### src/rtl/xadac_pkg.sv
// Shared types for the xadac channel pipeline stages.
// Holds the spill-stage state encoding, stats width and the occupancy decode helper.
package xadac_pkg;

    typedef enum logic [1:0] {
        SPILL_EMPTY,
        SPILL_HALF,
        SPILL_FULL
    } spill_state_e;

    localparam int SpillStatsW = 32;

    function automatic logic [1:0] spill_occupancy(spill_state_e s);
        case (s)
            SPILL_HALF: return 2'd1;
            SPILL_FULL: return 2'd2;
            default:    return 2'd0;
        endcase
    endfunction

endpackage

### src/rtl/xadac_spill.sv
// Two-entry fully registered valid/ready stage: mst_valid, mst_data and slv_ready all come from flops.
// Optional stall counter port stall_cnt is enabled by defining XADAC_SPILL_STATS_EN.
module xadac_spill
    import xadac_pkg::*;
#(
    parameter int  Passthrough = 0,
    parameter type DataT       = logic
) (
    input  logic       clk,
    input  logic       rst,
    input  logic       flush,
    input  DataT       slv_data,
    input  logic       slv_valid,
    output logic       slv_ready,
    output DataT       mst_data,
    output logic       mst_valid,
    input  logic       mst_ready,
    output logic [1:0] occupancy
`ifdef XADAC_SPILL_STATS_EN
    ,
    output logic [SpillStatsW-1:0] stall_cnt
`endif
);

    if (Passthrough != 0) begin : g_pass
        assign mst_data  = slv_data;
        assign mst_valid = slv_valid;
        assign slv_ready = mst_ready;
        assign occupancy = 2'd0;
    end else begin : g_spill
        spill_state_e state_q, state_d;
        DataT         a_q, a_d;
        DataT         b_q, b_d;
        logic         slv_ready_q;
        logic         mst_valid_q;
        logic [1:0]   occ_q;
        logic         in_hs;
        logic         out_hs;

        assign in_hs  = slv_valid && slv_ready_q;
        assign out_hs = mst_valid_q && mst_ready;

        // Slot A always feeds the output; slot B only fills when A is stuck.
        always_comb begin
            state_d = state_q;
            a_d     = a_q;
            b_d     = b_q;
            unique case (state_q)
                SPILL_EMPTY: begin
                    if (in_hs) begin
                        state_d = SPILL_HALF;
                        a_d     = slv_data;
                    end
                end
                SPILL_HALF: begin
                    if (in_hs && out_hs) begin
                        a_d = slv_data;
                    end else if (in_hs) begin
                        state_d = SPILL_FULL;
                        b_d     = slv_data;
                    end else if (out_hs) begin
                        state_d = SPILL_EMPTY;
                    end
                end
                SPILL_FULL: begin
                    if (out_hs) begin
                        state_d = SPILL_HALF;
                        a_d     = b_q;
                    end
                end
                default: begin
                    state_d = SPILL_EMPTY;
                end
            endcase
            if (flush) begin
                state_d = SPILL_EMPTY;
            end
        end

        // Status outputs are registered from the next state so nothing combinational leaves the stage.
        always_ff @(posedge clk) begin
            if (rst) begin
                state_q     <= SPILL_EMPTY;
                a_q         <= '0;
                b_q         <= '0;
                slv_ready_q <= 1'b0;
                mst_valid_q <= 1'b0;
                occ_q       <= 2'd0;
            end else begin
                state_q     <= state_d;
                a_q         <= a_d;
                b_q         <= b_d;
                slv_ready_q <= (state_d != SPILL_FULL);
                mst_valid_q <= (state_d != SPILL_EMPTY);
                occ_q       <= spill_occupancy(state_d);
            end
        end

        assign mst_data  = a_q;
        assign mst_valid = mst_valid_q;
        assign slv_ready = slv_ready_q;
        assign occupancy = occ_q;
    end

`ifdef XADAC_SPILL_STATS_EN
    if (SpillStatsW > 0) begin : g_stats
        logic [SpillStatsW-1:0] stall_q;

        // Saturating count of cycles where the downstream consumer stalls a valid beat.
        always_ff @(posedge clk) begin
            if (rst) begin
                stall_q <= '0;
            end else if (mst_valid && !mst_ready && (stall_q != '1)) begin
                stall_q <= stall_q + SpillStatsW'(1);
            end
        end

        assign stall_cnt = stall_q;
    end
`endif

endmodule

### config.mk
export PLATFORM = sky130hd
export DESIGN_NAME = xadac_spill
export DESIGN_NICKNAME = d
export VERILOG_FILES = /design/src/rtl/xadac_pkg.sv /design/src/rtl/xadac_spill.sv
export SDC_FILE = /design/constraint.sdc
export NUM_CORES = 1
export LEC_CHECK = 0
export ABC_AREA = 0
export BUFFER_PORTS_ARGS = -buffer_cell sky130_fd_sc_hd__buf_2
export CORE_AREA = 2 2 39 41
export CTS_CLUSTER_DIAMETER = 40
export DETAILED_ROUTE_END_ITERATION = 6
export DIE_AREA = 0 0 41 43
export SLEW_MARGIN = 10
export SYNTH_ARGS = -nofsm -noshare
export SYNTH_HDL_FRONTEND = slang
export SYNTH_SLANG_ARGS = --single-unit
export TNS_END_PERCENT = 5
### constraint.sdc
create_clock -name clk -period 1.41 [get_ports clk]
set_input_delay 0.0705 -clock clk [delete_from_list [all_inputs] [get_ports clk]]
set_output_delay 0.0705 -clock clk [all_outputs]
set_load 0.05 [all_outputs]
==> flow_metrics.py <==
metrics = {
    "global_routing": {
        "grt_pass1_wl_mm": 1.12,
        "gr-total-overflow": 0,
        "gr-usage-all-layers_pct": 10.3,
        "grt_max_degree": 7,
        "grt_pass1_vias": 288,
        "antenna_found_initial": 0,
    },
    "synthesis": {
        "ys_seq_elements": 8,
        "synth_cell_types": 19,
        "yosysTopAreaCellShare_pct": 46.0,
        "synth.avg_cell_area_sq_um": 10.2,
        "syn_area_sq_um": 348,
        "synthTopCellsByArea": "dfxtp_1, mux2i_1, a21oi_1",
        "yosys_warnings": 0,
        "ys_seq_area_share_pct": 46.0,
        "yosys.area.top_type": "dfxtp_1",
        "syn_nets": 40,
        "netlist_instances": 34,
    },
    "route": {
        "post-route-drc-count": 0,
        "num_vias": 292,
        "ant_nets": 0,
        "drt_iter0_markers": 0,
        "drt-wirelength-per-cell_um": 10.9,
        "drtPass1Iterations": 1,
        "viasPerCell": 4.56,
        "drt-total-wl_um": 696,
    },
    "placement": {
        "dp_slack_ps": 84.0,
        "place_area_sq_um": 428,
        "numPortBuffers": 10,
        "place.gp.congestion": 0.669,
    },
    "finish": {
        "area_growth_pct": 29.5,
        "nets": 56,
        "layout-drive-gt1-share_pct": 43.8,
        "final_common_cell": "buf_2",
        "post-route-cell-area_sq_um": 450,
        "n_antenna_cell": 0,
        "final_cell_mix": "buf_2, dfxtp_1, nor2_1",
    },
    "clock_network": {
        "ctsHoldBuffers": 0,
        "clkSinkCount": 8,
        "root_buffer": "clkbuf_4",
        "htreeDepth": 1,
        "ctsResizeCount": 0,
        "max-clock-path-buffers": 2,
        "clkLatencyLatePin_ps": 260,
        "cts_made_buffers": 3,
        "post-cts-setup-buffers": 0,
        "path_clk_slew_ps": 60,
        "cts_tree": "built",
    },
    "outcome": {
        "status": "finished, final reports clean",
    },
    "sta": {
        "setup_ws_ps": 96.5,
        "fmax_mhz": 761,
        "min_period_over_period_pct": 93.2,
        "period_needed_ps": 1310,
        "rsz0062_at_grt": "no",
        "setup_viol": 0,
        "clock_skew_ps": 6.48,
        "max_slew.worst_pin.slew_ps": 263,
        "hold_violations": 0,
        "slew_viol_final": 0,
        "tns_ps": 0,
        "slew-limit-headroom_pct": 82.4,
    },
    "worst_hold_path": {
        "hold_path_end": "slv_ready$_SDFF_PP0_",
        "hp-class": "input port to flip-flop",
        "holdPathStages": 2,
        "worstHoldStart": "rst",
    },
    "setup_path": {
        "cp-start-kind": "flip-flop",
        "cpPeakStageDelay_ps": 350,
        "reg2reg_from": "g_spill.state_q[1]$_SDFF_PP0_",
        "r2r_slack_ps": 100,
        "critPathArrivalTime_ps": 1470,
        "crit_path_end_kind": "flip-flop",
        "worst-path-max-fanout": 4,
        "worstPathCellList": "and3b_1, and2b_2, nor2b_4, mux2_4",
        "critPathKind": "flip-flop to flip-flop",
        "r2r_end": "mst_data$_SDFFE_PP0P_",
        "cp.required_ps": 1560,
        "critPathSlowestCell": "dfxtp_1",
        "reg2regPathDepth": 4,
    },
    "power_and_ir_drop": {
        "p_leak_nw": 0.226,
        "vdd_drop_max_v": 0.000400,
        "powerDensity_nw_per_um2": 1080,
    },
    "die": {
        "initial_core_util_pct": 25.1,
        "fp.dieW_um": 41,
        "io_pins": 11,
        "rows": 14,
        "dieArea_sq_um": 1760,
        "coreArea_sq_um": 1380,
        "die_h_um": 43,
    },
    "flow_run": {
        "max_cap_viol_count": 0,
    },
}
-- Yosys cell counts --
master and number:
nor2_1 4, o21bai_2 1, nor2b_2 1, mux2_4 1, a31oi_1 1, nor2b_1 1, and3_1 2, a21o_1 1
o21a_1 1, and2b_2 1, mux2i_1 2, a21boi_1 2, nand3_1 1, dfxtp_1 8, nand2_1 1, and3b_1 1
nor2b_4 1, a22oi_1 1, a21oi_1 3
-- state kept, by name, indices dropped and copies added, names as in the netlist --
signal	flops
mst_data	1
mst_valid	1
slv_ready	1
g_spill.state_q	2
g_spill.b_q	1
occupancy	2
-- per-stage QoR --
step / std cells / utilization [%] / hold slack, ps / total power, mW
floorplan: 34 / - / 132 / 0.288
global placement: 61 / 30.9 / 304 / 0.308
detailed placement: 61 / 30.9 / 300 / 0.308
CTS: 64 / 32.5 / 35.1 / 0.485
global route: 64 / 32.5 / 42.9 / 0.507
finish: 64 / 32.5 / 24.3 / 0.484
-- cells by family after synthesis --
kind of cell	after synthesis	share of synthesized area [%]
simple gates	13	23.7
mux	3	10.1
flops	8	46.0
compound gates	10	20.1
-- how the worst max path moves through the flow --
stage | from | endpoint | slack (ps)
detailed placement | g_spill.state_q[1]$_SDFF_PP0_ | mst_data$_SDFFE_PP0P_ | 80
finish | g_spill.state_q[1]$_SDFF_PP0_ | mst_data$_SDFFE_PP0P_ | 100
global route | g_spill.state_q[1]$_SDFF_PP0_ | mst_data$_SDFFE_PP0P_ | 20
global placement | g_spill.state_q[1]$_SDFF_PP0_ | mst_data$_SDFFE_PP0P_ | 90
floorplan | mst_valid$_SDFF_PP0_ | mst_data$_SDFFE_PP0P_ | 30
CTS | g_spill.state_q[1]$_SDFF_PP0_ | mst_data$_SDFFE_PP0P_ | 80
-- where the power goes --
group | leakage, nW | total, mW | internal [mW] | switching, mW
sequential | 0.0657 | 0.239 | 0.234 | 0.00478
combinational | 0.146 | 0.0645 | 0.0250 | 0.0395
clock | 0.0138 | 0.181 | 0.0978 | 0.0835
-- worst max-delay path, delay by kind of cell (launching register included) --
family        cells  cell delay, ps
simple gates      3             570
mux               1             290
flops             1             350
-- per-layer routing --
metal  GRT usage (%)  up-vias  share of wire (%)
li1                -      152                  -
met1            8.65      127                 40
met2            16.3        9                 48
met3            3.14        4                6.2
met4            12.0        0                5.6
met5               0        -                  0
-- area by class of cell --
cell class                 instances  area (sq um)
fill                             155           933
timing repair buffer              11          57.6
tap                               16          20.0
clock buffer                       3          22.5
sequential                         8           163
multi-input combinational         26           188
No activity file was read; power rests on OpenSTA's default activity.
